<file path="src/rtl/mem_port_arbiter_if.sv">
// rtl/mem_port_arbiter_if.sv - fetch/lsq request ports and physical memory port shared by the arbiter.
interface mem_port_arbiter_if;
    logic        instr_read;
    logic [31:0] instr_mem_address;
    logic        instr_mem_resp;
    logic [31:0] instr_mem_rdata;

    logic        data_read;
    logic        data_write;
    logic [31:0] data_mem_address;
    logic [3:0]  data_mbe;
    logic [31:0] data_mem_wdata;
    logic        data_mem_resp;
    logic [31:0] data_mem_rdata;

    logic        flush_ip;

    logic        mem_read;
    logic        mem_write;
    logic [31:0] mem_address;
    logic [3:0]  mem_mbe;
    logic [31:0] mem_wdata;
    logic        mem_resp;
    logic [31:0] mem_rdata;

    logic        grant_instr;
    logic        grant_data;

    modport slave (
        input  instr_read, instr_mem_address,
        output instr_mem_resp, instr_mem_rdata,
        input  data_read, data_write, data_mem_address, data_mbe, data_mem_wdata,
        output data_mem_resp, data_mem_rdata,
        input  flush_ip,
        output mem_read, mem_write, mem_address, mem_mbe, mem_wdata,
        input  mem_resp, mem_rdata,
        output grant_instr, grant_data
    );

    modport master (
        output instr_read, instr_mem_address,
        input  instr_mem_resp, instr_mem_rdata,
        output data_read, data_write, data_mem_address, data_mbe, data_mem_wdata,
        input  data_mem_resp, data_mem_rdata,
        output flush_ip,
        input  mem_read, mem_write, mem_address, mem_mbe, mem_wdata,
        output mem_resp, mem_rdata,
        input  grant_instr, grant_data
    );
endinterface

</file>
<file path="src/rtl/mem_port_arbiter.sv">
// rtl/mem_port_arbiter.sv - shares one memory port between fetch and the lsq.
// The lsq wins by default; a starvation streak forces a fetch grant; flushed fetches drop their response.
module mem_port_arbiter #(
    parameter int STARVE_LIMIT = 4
) (
    input  logic               clk,
    input  logic               rst,
    mem_port_arbiter_if.slave  bus
);
    localparam int SW = $clog2(STARVE_LIMIT + 1);
    localparam logic [SW-1:0] LIMIT = SW'(STARVE_LIMIT);

    localparam logic [1:0] IDLE  = 2'd0;
    localparam logic [1:0] INSTR = 2'd1;
    localparam logic [1:0] DATA  = 2'd2;

    logic [1:0]    state;
    logic [SW-1:0] streak;
    logic          drop;
    logic          flush_q;

    logic fetch_ok;
    logic data_req;
    logic pick_data;
    logic pick_instr;
    logic flush_rise;

    always_comb begin
        fetch_ok   = bus.instr_read & ~bus.flush_ip;
        data_req   = bus.data_read | bus.data_write;
        pick_data  = (state == IDLE) & data_req & ((streak < LIMIT) | ~fetch_ok);
        pick_instr = (state == IDLE) & ~pick_data & fetch_ok;
        flush_rise = bus.flush_ip & ~flush_q;
    end

    // A flush edge landing in the very cycle of mem_resp must also suppress the response.
    assign bus.instr_mem_resp  = (state == INSTR) & bus.mem_resp & ~drop & ~flush_rise;
    assign bus.data_mem_resp   = (state == DATA) & bus.mem_resp;
    assign bus.instr_mem_rdata = bus.mem_rdata;
    assign bus.data_mem_rdata  = bus.mem_rdata;
    assign bus.grant_instr     = (state == INSTR);
    assign bus.grant_data      = (state == DATA);

    always_ff @(posedge clk or negedge rst) begin
        if (!rst) begin
            state           <= IDLE;
            streak          <= '0;
            drop            <= 1'b0;
            flush_q         <= 1'b0;
            bus.mem_read    <= 1'b0;
            bus.mem_write   <= 1'b0;
            bus.mem_address <= '0;
            bus.mem_mbe     <= '0;
            bus.mem_wdata   <= '0;
        end else begin
            flush_q <= bus.flush_ip;
            case (state)
                IDLE: begin
                    drop <= 1'b0;
                    if (pick_data) begin
                        state           <= DATA;
                        bus.mem_address <= bus.data_mem_address;
                        bus.mem_wdata   <= bus.data_mem_wdata;
                        // A store wins over a simultaneous load.
                        bus.mem_write   <= bus.data_write;
                        bus.mem_read    <= ~bus.data_write;
                        bus.mem_mbe     <= bus.data_write ? bus.data_mbe : 4'b1111;
                        if (fetch_ok)
                            streak <= (streak == LIMIT) ? LIMIT : streak + 1'b1;
                        else
                            streak <= '0;
                    end else if (pick_instr) begin
                        state           <= INSTR;
                        bus.mem_address <= bus.instr_mem_address;
                        bus.mem_read    <= 1'b1;
                        bus.mem_write   <= 1'b0;
                        bus.mem_mbe     <= 4'b1111;
                        streak          <= '0;
                    end else if (!fetch_ok) begin
                        streak <= '0;
                    end
                end
                INSTR, DATA: begin
                    if ((state == INSTR) && flush_rise)
                        drop <= 1'b1;
                    if (bus.mem_resp) begin
                        state         <= IDLE;
                        bus.mem_read  <= 1'b0;
                        bus.mem_write <= 1'b0;
                        drop          <= 1'b0;
                    end
                end
                default: state <= IDLE;
            endcase
        end
    end
endmodule

</file>
<file path="src/flat_wrapper.sv">
// flat-port wrapper written by rule: the top's interface ports become plain ports
module mem_port_arbiter_flat 
#(
    parameter int STARVE_LIMIT = 4
)
  (clk, rst, bus_instr_read, bus_instr_mem_address, bus_instr_mem_resp, bus_instr_mem_rdata, bus_data_read, bus_data_write, bus_data_mem_address, bus_data_mbe, bus_data_mem_wdata, bus_data_mem_resp, bus_data_mem_rdata, bus_flush_ip, bus_mem_read, bus_mem_write, bus_mem_address, bus_mem_mbe, bus_mem_wdata, bus_mem_resp, bus_mem_rdata, bus_grant_instr, bus_grant_data);
  mem_port_arbiter_if bus_i ();
  input  logic clk;
  input  logic rst;
  input wire logic [$bits(bus_i.instr_read)-1:0] bus_instr_read;
  input wire logic [$bits(bus_i.instr_mem_address)-1:0] bus_instr_mem_address;
  output wire logic [$bits(bus_i.instr_mem_resp)-1:0] bus_instr_mem_resp;
  output wire logic [$bits(bus_i.instr_mem_rdata)-1:0] bus_instr_mem_rdata;
  input wire logic [$bits(bus_i.data_read)-1:0] bus_data_read;
  input wire logic [$bits(bus_i.data_write)-1:0] bus_data_write;
  input wire logic [$bits(bus_i.data_mem_address)-1:0] bus_data_mem_address;
  input wire logic [$bits(bus_i.data_mbe)-1:0] bus_data_mbe;
  input wire logic [$bits(bus_i.data_mem_wdata)-1:0] bus_data_mem_wdata;
  output wire logic [$bits(bus_i.data_mem_resp)-1:0] bus_data_mem_resp;
  output wire logic [$bits(bus_i.data_mem_rdata)-1:0] bus_data_mem_rdata;
  input wire logic [$bits(bus_i.flush_ip)-1:0] bus_flush_ip;
  output wire logic [$bits(bus_i.mem_read)-1:0] bus_mem_read;
  output wire logic [$bits(bus_i.mem_write)-1:0] bus_mem_write;
  output wire logic [$bits(bus_i.mem_address)-1:0] bus_mem_address;
  output wire logic [$bits(bus_i.mem_mbe)-1:0] bus_mem_mbe;
  output wire logic [$bits(bus_i.mem_wdata)-1:0] bus_mem_wdata;
  input wire logic [$bits(bus_i.mem_resp)-1:0] bus_mem_resp;
  input wire logic [$bits(bus_i.mem_rdata)-1:0] bus_mem_rdata;
  output wire logic [$bits(bus_i.grant_instr)-1:0] bus_grant_instr;
  output wire logic [$bits(bus_i.grant_data)-1:0] bus_grant_data;
  assign bus_i.instr_read = bus_instr_read;
  assign bus_i.instr_mem_address = bus_instr_mem_address;
  assign bus_instr_mem_resp = bus_i.instr_mem_resp;
  assign bus_instr_mem_rdata = bus_i.instr_mem_rdata;
  assign bus_i.data_read = bus_data_read;
  assign bus_i.data_write = bus_data_write;
  assign bus_i.data_mem_address = bus_data_mem_address;
  assign bus_i.data_mbe = bus_data_mbe;
  assign bus_i.data_mem_wdata = bus_data_mem_wdata;
  assign bus_data_mem_resp = bus_i.data_mem_resp;
  assign bus_data_mem_rdata = bus_i.data_mem_rdata;
  assign bus_i.flush_ip = bus_flush_ip;
  assign bus_mem_read = bus_i.mem_read;
  assign bus_mem_write = bus_i.mem_write;
  assign bus_mem_address = bus_i.mem_address;
  assign bus_mem_mbe = bus_i.mem_mbe;
  assign bus_mem_wdata = bus_i.mem_wdata;
  assign bus_i.mem_resp = bus_mem_resp;
  assign bus_i.mem_rdata = bus_mem_rdata;
  assign bus_grant_instr = bus_i.grant_instr;
  assign bus_grant_data = bus_i.grant_data;
  mem_port_arbiter #(.STARVE_LIMIT(STARVE_LIMIT)) u_core (.clk(clk), .rst(rst), .bus(bus_i));
endmodule
</file>
<file path="config.mk">
export PLATFORM = sky130hd
export DESIGN_NAME = mem_port_arbiter_flat
export DESIGN_NICKNAME = d
export VERILOG_FILES = /design/src/rtl/mem_port_arbiter_if.sv /design/src/rtl/mem_port_arbiter.sv /design/src/flat_wrapper.sv
export SDC_FILE = /design/constraint.sdc
export NUM_CORES = 1
export LEC_CHECK = 0
export CAP_MARGIN = 20
export CORE_ASPECT_RATIO = 1.1
export CORE_MARGIN = 2
export CORE_UTILIZATION = 36
export CTS_BUF_LIST = sky130_fd_sc_hd__clkbuf_4
export CTS_CLUSTER_DIAMETER = 120
export DETAILED_ROUTE_END_ITERATION = 8
export MAX_ROUTING_LAYER = met4
export PLACE_DENSITY = 0.88
export SLEW_MARGIN = 20
export SYNTH_ARGS = -nofsm -noshare
export SYNTH_HDL_FRONTEND = slang
export SYNTH_SLANG_ARGS = --single-unit
</file>
<file path="constraint.sdc">
create_clock -name clk -period 1.9 [get_ports clk]
set_clock_uncertainty 0.15 [all_clocks]
set_input_delay 0.19 -clock clk [delete_from_list [all_inputs] [get_ports clk]]
set_output_delay 0.19 -clock clk [all_outputs]
set_load 0.02 [all_outputs]
</file>
==> impl_metrics.csv, run 1 <==
group,metric,value,unit
layout,antenna_cells,0,
synthesis,synth_seq_cells,77,
clocking,numClockSinks,77,
synthesis,synth_top_area_share,49.55,%
setup_path,r2r_slack,0.09,ns
setup_path,crit_buf_inv,2,
job,maxCapViolCount,0,
layout,final_common_cell,"clkdlybuf4s50_1",
synthesis,synthTopCellsByArea,"dfrtp_1 50%, nand2_1 16%, buf_4 13%, a31oi_1 3.7%, nor2_1 3.5%",
floorplanning,chipHeight,113.0,um
sta,tightest_slew,0.5033,ns
sta,clock.fmax,0.5489,GHz
setup_path,cp_max_fo,3,
placed_design,place_area,5390,um^2
synthesis,ys_types,30,
sta,finalSetupTns,0,ns
clocking,numCtsBuffers,9,
worst_hold_path,min_to,"u_core.flush_q$_DFF_PN0_",
pwr,power,9.113,mW
placed_design,dp_slack,-0.02081,ns
setup_path,cp_cell_sequence,"buf_4 -> ha_1 -> and2_1 -> buf_2",
setup_path,critPathTopFamily,"flip-flops",
setup_path,worst_setup_path_end_kind,"primary output",
grt,gr-total-overflow,0,
routing,routedWlPerCell,14.46,um
setup_path,startpoint_type,"flop",
synthesis,ys_seq_area_share,49.55,%
grt,antenna_found_initial,0,
clocking,cts_root_buffer,"clkbuf_4",
routing,drc,0,
sta,drv_slew,0,
synthesis,syn_nets,580,
setup_path,r2r_end,"u_core.bus.mem_address[14]$_DFFE_PN0P_",
floorplanning,die_area,11650,um^2
sta,post-route-period-util,95.89,%
sta,fin_ws,0.07810,ns
floorplanning,core_area,10440,um^2
clocking,clkTransAtPathRegs,0.13,ns
placed_design,dp_hpwl,7568,um
sta,period_needed,1.822,ns
synthesis,synth_warnings,0,
sta,hold_viol,0,
worst_hold_path,worstHoldPathCells,1,
layout,layout_common_cells,"175 x clkdlybuf4s50_1, 162 x nand2_1, 77 x dfrtp_1, 36 x nor2_1, 23 x a31oi_1",
sta,setup_viol,0,
grt,grt_first_pass_wirelength,15650,um
layout,fill_cells,942,
setup_path,regToRegStartpoint,"u_core.state[0]$_DFFE_PN0P_",
sta,grt_setup_unrepaired,"yes",
setup_path,max_stage_delay,0.43,ns
grt,grtUsageTotal,17.57,%
floorplanning,io-pin-count,277,
pwr,power_density,1643,nW/um^2
floorplanning,start_util,37.24,%
placed_design,placed_cells,682,
clocking,clk_latency,0.41,ns
sta,slew_headroom,66.45,%
placed_design,portBuffers,180,
routing,vias,3271,
worst_hold_path,hold_path_startpoint,"bus_flush_ip",
sta,whs,0.1135,ns
setup_path,required,1.56,ns
clocking,cts_max_level,3,
clocking,cts_tree,"yes",
grt,grt_max_degree,54,
synthesis,synthCells,435,
setup_path,crit_slowest_cell,"dfrtp_1",
routing,drtIter0Drc,147,
routing,totalWireLength,10130,um
worst_hold_path,min_path_type,"in2reg",
layout,fin_area,5545,um^2
layout,final_util,53.10,%
placed_design,place_congestion,0.7776,
layout,finalNetCount,698,
setup_path,reg2regPathDepth,6,
grt,first_global_vias,3325,
synthesis,avgSynthCellArea,8.940,um^2
routing,drt_pre_antenna_iters,5,
synthesis,post-synth-top-area-cell,"dfrtp_1",
setup_path,path_class,"reg2out",
pwr,vdd_ir_drop_max,756.3,uV
layout,fin_cells,701,
floorplanning,num_rows,39,
pwr,p_leak,2.459,nW
layout,drive_gt1_share,9.140,%
floorplanning,die_w,103.1,um
outcome,status,"finished, final reports clean",
layout,syn_to_final_growth,42.60,%
clocking,clock_path_buffers,2,
routing,ant_nets,0,
routing,avgViaCountPerCell,4.666,
setup_path,cp_data_arrival_time,1.48,ns
synthesis,synth_area,3889,um^2
sequential cells by signal (all words and copies together), names as in the netlist:
register,flops
u_core.flush_q,1
u_core.streak,3
u_core.bus.mem_write,1
u_core.bus.mem_mbe,4
u_core.bus.mem_read,1
u_core.drop,1
u_core.state,2
u_core.bus.mem_wdata,32
u_core.bus.mem_address,32
cell families (layout without fill, tap and decap cells):
group	Yosys count	count (layout)	share of synthesized area (%)
compound gates	42	42	8.880
fa+ha+maj	6	6	1.930
buf+inv	92	215	16.83
flops	77	77	49.55
mux	3	3	0.7722
simple gates	215	215	22.04
metal layers:
metal,GRT usage (%),vias up,part of all wire (%)
met5,-,-,0
met4,8.333,0,3.4
met3,6.300,36,9.9
met2,27.79,178,47
met1,19.61,1500,40
li1,-,1557,-
worst max-delay path by stage:
| stage | depth (start not counted) | end | start | slack, ns |
|---|---|---|---|---|
| after global routing | 5 | bus_instr_mem_resp | u_core.state[1]$_DFFE_PN0P_ | -0.03 |
| after floorplan | 7 | u_core.bus.mem_address[12]$_DFFE_PN0P_ | u_core.state[0]$_DFFE_PN0P_ | 0.26 |
| after detailed placement | 6 | u_core.bus.mem_address[14]$_DFFE_PN0P_ | bus_data_write | -0.02 |
| after global placement | 4 | bus_instr_mem_resp | bus_flush_ip | -0.003 |
| final | 4 | bus_data_mem_resp | u_core.state[1]$_DFFE_PN0P_ | 0.08 |
| after CTS | 5 | bus_instr_mem_resp | u_core.state[1]$_DFFE_PN0P_ | 0.01 |
where the power goes:
part           internal, mW  leakage [nW]  switching (mW)
registers              2.42         0.910           0.417
logic                  2.45          1.48            2.83
clock network         0.414        0.0704           0.586
total                  5.28          2.46            3.83
layout make-up:
class                      count  area [um^2]  area share [%]
tap                          143        178.9           3.227
inverter                       5        18.77          0.3384
clock buffer                  10        75.07           1.354
clock inverter                 6        62.56           1.128
timing repair buffer         194         1964           35.42
multi-input combinational    266         1319           23.78
sequential                    77         1927           34.75
Yosys cell counts, drive strengths merged:
| library cell | count |
|---|---|
| nand2 | 162 |
| buf | 83 |
| dfrtp | 77 |
| nor2 | 36 |
| a31oi | 33 |
| ha | 6 |
| inv | 5 |
| clkbuf | 4 |
| o22a | 4 |
| mux2i | 3 |
| nand3 | 3 |
| nand4 | 2 |
| nor2b | 2 |
| nor3 | 2 |
| o21ai | 2 |
| a21o | 1 |
| a22o | 1 |
| and2 | 1 |
| and2b | 1 |
| and3 | 1 |
| nand2b | 1 |
| nand3b | 1 |
| nor3b | 1 |
| nor4 | 1 |
| o21a | 1 |
| or2 | 1 |
worst reg2reg max path, delay by kind of cell (launching register included):
kind	cells	cell delay, ns
AO/OA/AOI/OAI	1	0.19
AND/OR/NAND/NOR	2	0.37
flip-flops	1	0.43
buffers and inverters	2	0.31
adder cells (fa/ha/maj)	1	0.27
what timing repair did:
item                       in CTS  in global routing
setup endpoints to repair       4                 34
hold buffers                    1                  0
gates resized for setup        13                  8
hold endpoints to repair       77                  0
buffers inserted                1                  1
Note: power is estimated with default switching activity, not from simulation.
==> run 2, diff against run 1 <==
ABC_AREA = 1   (was not set)
CORE_UTILIZATION = 38   (was 36)
PLACE_DENSITY = 0.89   (was 0.88)
==> impl_metrics.csv, run 2 <==
group,metric,value,unit
outcome,status,"finished, final reports clean",
synthesis,ys_types,19,
floorplanning,core_area,10960,um^2
layout,final_util,54.05,%
synthesis,ys.flop_type,"dfrtp_1",
synthesis,post-synth-top-area-cell,"dfrtp_1",
synthesis,synth_edf_count,0,
sta,tightest_slew,0.5608,ns
sta,drv_slew,0,
floorplanning,start_util,38.98,%
grt,gr-total-overflow,0,
synthesis,synth_top_area_share,45.10,%
setup_path,required,1.56,ns
setup_path,cp_max_fo,4,
placed_design,dp_hpwl,7933,um
layout,layout_common_cells,"175 x clkdlybuf4s50_1, 173 x nand2_1, 100 x nand3_1, 83 x inv_1, 77 x dfrtp_1",
sta,post-route-period-util,94.94,%
sta,finalSetupTns,0,ns
routing,drtIter0Drc,208,
synthesis,synthTopCellsByArea,"dfrtp_1 45%, nand2_1 15%, nand3_1 12%, buf_4 11%, inv_1 7.3%",
grt,antenna_found_initial,0,
routing,ant_nets,0,
placed_design,place_area,5816,um^2
clocking,cts_tree,"yes",
synthesis,synthArstFlopShare,100.0,%
layout,antenna_cells,0,
sta,whs,0.08157,ns
synthesis,ys_seq_area_share,45.10,%
grt,grt_first_pass_wirelength,18030,um
pwr,power_density,1511,nW/um^2
sta,period_needed,1.804,ns
clocking,numClockSinks,77,
placed_design,place_congestion,0.8286,
sta,fin_ws,0.09611,ns
floorplanning,chipHeight,115.2,um
setup_path,cp_data_arrival_time,1.46,ns
grt,grtUsageTotal,19.17,%
routing,drt_pre_antenna_iters,4,
clocking,cts_max_level,3,
clocking,clk_latency,0.41,ns
layout,syn_to_final_growth,38.65,%
placed_design,portBuffers,180,
routing,totalWireLength,10970,um
floorplanning,num_rows,40,
synthesis,synth_area,4273,um^2
job,maxCapViolCount,0,
layout,fin_area,5924,um^2
synthesis,synth_common_cells,"173 x nand2_1, 101 x nand3_1, 83 x inv_1",
sta,grt_setup_unrepaired,"yes",
layout,reg_top3,"u_core.bus.mem_address: 32 flops, u_core.bus.mem_wdata: 32 flops, u_core.bus.mem_mbe: 4 flops",
setup_path,max_stage_delay,0.42,ns
pwr,p_leak,3.035,nW
pwr,vdd_ir_drop_max,693.5,uV
synthesis,synth_seq_cells,77,
floorplanning,die_area,12110,um^2
placed_design,dp_slack,0.01768,ns
sta,hold_viol,0,
floorplanning,die_w,105.1,um
synthesis,synthCells,559,
routing,routedWlPerCell,13.33,um
setup_path,cp_cell_sequence,"inv_1 -> ha_2 -> nand3_1 -> nor2_1 -> buf_4",
clocking,numCtsBuffers,9,
synthesis,syn_nets,704,
sta,slew_headroom,62.56,%
clocking,clock_path_buffers,2,
routing,drc,0,
worst_hold_path,min_path_type,"in2reg",
clocking,cts_root_buffer,"clkbuf_4",
setup_path,worst_setup_path_end_kind,"primary output",
synthesis,yosys.cell_count.top_type,"nand2_1",
grt,grt_max_degree,43,
layout,drive_gt1_share,5.325,%
layout,finalNetCount,817,
setup_path,startpoint_type,"flop",
layout,final_common_cell,"clkdlybuf4s50_1",
floorplanning,io-pin-count,277,
clocking,clkTransAtPathRegs,0.12,ns
routing,vias,3797,
setup_path,crit_slowest_cell,"dfrtp_1",
setup_path,path_class,"reg2out",
sta,setup_viol,0,
grt,first_global_vias,3646,
sta,clock.fmax,0.5544,GHz
synthesis,synth_warnings,0,
routing,avgViaCountPerCell,4.614,
synthesis,avgSynthCellArea,7.644,um^2
[run 2: final timing paths]
check | from | end | slack (ns) | cells past startpoint
worst max-delay path | u_core.state[1]$_DFFE_PN0P_ | bus_instr_mem_resp | 0.1 | 5
min in group asynchronous | rst | u_core.bus.mem_address[14]$_DFFE_PN0P_ | 0.13 | 2
worst max register to register | u_core.state[0]$_DFFE_PN0P_ | u_core.bus.mem_address[7]$_DFFE_PN0P_ | 0.13 | 7
worst min register to register | u_core.bus.mem_wdata[24]$_DFFE_PN0P_ | u_core.bus.mem_wdata[24]$_DFFE_PN0P_ | 0.33 | 2
worst min-delay path | bus_flush_ip | u_core.flush_q$_DFF_PN0_ | 0.08 | 1
max in group asynchronous | rst | u_core.bus.mem_wdata[23]$_DFFE_PN0P_ | 0.87 | 3
[run 2: cell type report]
class / count / area, um^2
well taps: 147 / 183.9
clock inverters: 4 / 16.27
fillers: 967 / 5036
clock buffers: 11 / 82.58
multi-input cells: 306 / 1406
inverters: 85 / 319.1
flip-flops and latches: 77 / 1927
repair buffers: 193 / 1989
[run 2: power by group]
group	total [mW]	internal [mW]	switching, mW
registers	2.88	2.43	0.451
logic	5.26	2.34	2.92
clock network	0.810	0.278	0.532
[run 2: layer usage]
| metal | share of wire [%] | global-route usage, % |
|---|---|---|
| met5 | 0 | - |
| met4 | 1.8 | 7.644 |
| met3 | 7.9 | 4.875 |
| met2 | 51 | 31.30 |
| met1 | 40 | 22.79 |
[run 2: kinds of logic (layout without fill, tap and decap cells)]
group | Yosys count | in the layout | share of synthesized area (%)
DFF | 77 | 77 | 45.10
and+or+nand+nor | 287 | 287 | 29.02
AOI/OAI and AO/OA | 13 | 13 | 1.962
adders and majority gates | 6 | 6 | 1.757
buffers and inverters | 176 | 293 | 22.17
[run 2: critical path: cells and delay by family, from the launching register on]
| kind | cells | cell delay [ns] |
|---|---|---|
| adder cells (fa/ha/maj) | 1 | 0.20 |
| AND/OR/NAND/NOR | 2 | 0.19 |
| buffers and inverters | 2 | 0.24 |
| flip-flops | 1 | 0.42 |
[run 2: timing repair]
item                                    4_1_cts  5_1_grt
resized for setup                             9        2
endpoints found under the setup margin        4        4
hold buffers                                  1        0
setup buffers                                 0        1
pin swaps                                     0        1
endpoints found under the hold margin        77        0
[run 2: metrics by stage]
stage                     total power [mW]  cells
after floorplan                      5.919    559
after global routing                 9.669    823
after CTS                            9.062    822
after detailed placement             8.234    806
final                                8.950    823
after global placement               8.099    806
==> run 3, diff against run 2 <==
CORE_ASPECT_RATIO = 0.6   (was 1.1)
==> impl_metrics.csv, run 3 (synthesis results as in run 2) <==
group,metric,value,unit
routing,totalWireLength,11660,um
placed_design,portBuffers,180,
routing,avgViaCountPerCell,4.738,
placed_design,place_congestion,0.7957,
layout,fin_cells,820,
sta,clock.fmax,0.5525,GHz
clocking,cts_tree,"yes",
clocking,numCtsBuffers,9,
sta,post-route-period-util,95.27,%
setup_path,cp_max_fo,33,
pwr,combPwrFrac,57.5,%
clocking,cts_max_level,3,
grt,gr-total-overflow,0,
worst_hold_path,min_path_type,"in2async",
sta,slew_headroom,61.77,%
pwr,vdd_ir_drop_max,1003,uV
setup_path,startpoint_type,"flop",
sta,setup_viol,0,
floorplanning,die_area,12140,um^2
layout,final_common_cell,"clkdlybuf4s50_1",
clocking,cts_root_buffer,"clkbuf_4",
setup_path,path_class,"reg2reg",
pwr,seqPwrFrac,31.5,%
sta,hold_viol,0,
routing,drt_pre_antenna_iters,6,
pwr,swShare,43.82,%
grt,grt_first_pass_wirelength,19090,um
layout,layout_common_cells,"175 x clkdlybuf4s50_1, 173 x nand2_1, 100 x nand3_1, 83 x inv_1, 77 x dfrtp_1",
layout,drive_gt1_share,6.167,%
clocking,clk_latency,0.43,ns
clocking,clkTransAtPathRegs,0.13,ns
layout,syn_to_final_growth,39.15,%
pwr,p_switching,4.001,mW
setup_path,cp_data_arrival_time,1.97,ns
floorplanning,start_util,39.78,%
sta,fin_ws,0.08994,ns
pwr,p_leak,3.055,nW
grt,grt_max_degree,42,
layout,reg_top3,"u_core.bus.mem_address: 32 flops, u_core.bus.mem_wdata: 32 flops, u_core.bus.mem_mbe: 4 flops",
grt,grtUsageTotal,20.73,%
grt,antenna_found_initial,0,
setup_path,required,2.06,ns
floorplanning,io-pin-count,277,
routing,drc,0,
setup_path,worst_setup_path_end_kind,"flop",
pwr,p_int,5.129,mW
outcome,status,"finished, final reports clean",
routing,drtIter0Drc,196,
sta,period_needed,1.810,ns
sta,drv_slew,0,
clocking,clock_path_buffers,2,
layout,antenna_cells,0,
pwr,power_density,1536,nW/um^2
floorplanning,die_w,140.9,um
floorplanning,num_rows,29,
placed_design,placed_cells,801,
pwr,power,9.130,mW
clocking,numClockSinks,77,
placed_design,dp_slack,-0.003773,ns
sta,tightest_slew,0.5715,ns
pwr,clkPwrFrac,11.0,%
routing,ant_nets,0,
routing,vias,3885,
placed_design,dp_hpwl,8572,um
grt,first_global_vias,3849,
floorplanning,core_area,10740,um^2
sta,grt_setup_unrepaired,"yes",
floorplanning,chipHeight,86.14,um
routing,routedWlPerCell,14.21,um
layout,finalNetCount,821,
job,maxCapViolCount,0,
setup_path,reg2regPathDepth,8,
-- run 3: critical path: stages (launching register included) --
cell and delay (ns):
dfrtp_1 0.43, inv_1 0.10, ha_1 0.19, inv_2 0.07, nor2_4 0.16, buf_4 0.33
nand4_1 0.12, o21ai_0 0.09, inv_1 0.06
-- run 3: final timing paths --
kind	start	slack [ns]	end
max	u_core.state[0]$_DFFE_PN0P_	0.09	u_core.bus.mem_mbe[0]$_DFFE_PN0P_
min in group clk	bus_flush_ip	0.12	u_core.flush_q$_DFF_PN0_
min	rst	0.11	u_core.bus.mem_wdata[25]$_DFFE_PN0P_
min reg2reg	u_core.bus.mem_wdata[10]$_DFFE_PN0P_	0.34	u_core.bus.mem_wdata[10]$_DFFE_PN0P_
max in group asynchronous	rst	0.50	u_core.bus.mem_wdata[13]$_DFFE_PN0P_
max reg2reg	u_core.state[0]$_DFFE_PN0P_	0.09	u_core.bus.mem_mbe[0]$_DFFE_PN0P_
-- run 3: stage by stage --
step / utilization, % / instance area, um^2 / hold WS, ns / TNS [ns]
floorplan: - / 4273 / -0.2556 / 0
detailed placement: 53.91 / 5791 / -0.09046 / -0.003773
global placement: 53.91 / 5791 / -0.09597 / 0
global route: 55.36 / 5946 / 0.07207 / -0.3326
finish: 55.36 / 5946 / 0.1092 / 0
CTS: 55.34 / 5943 / 0.07168 / 0
-- run 3: power groups by stage --
stage	clock network (mW)	logic [mW]	registers (mW)
CTS	1.04	5.30	2.88
global route	1.12	5.75	2.98
detailed placement	0	5.31	2.89
finish	1.00	5.25	2.88
floorplan	0	2.15	3.77
global placement	0	5.19	2.89
-- run 3: per-layer routing --
layer / wire length, um / track usage [%]
met3: 1381 / 8.822
met4: 111 / 5.091
met2: 4888 / 30.64
met1: 5273 / 26.43
met5: 0 / -
-- run 3: area by class of cell --
cell class                 count  area, um^2
fill                         952        4795
timing repair buffer         197        1983
sequential                    77        1927
multi-input combinational    306        1404
inverter                      85       319.1
tap                          139       173.9
clock buffer                  10       75.07
clock inverter                 6       63.81
-- run 3: timing repair --
item | in CTS | in global routing
hold buffers | 2 | 0
gates resized for setup | 9 | 2
endpoints found under the setup margin | 4 | 17
hold endpoints to repair | 77 | 0
setup buffers | 0 | 1
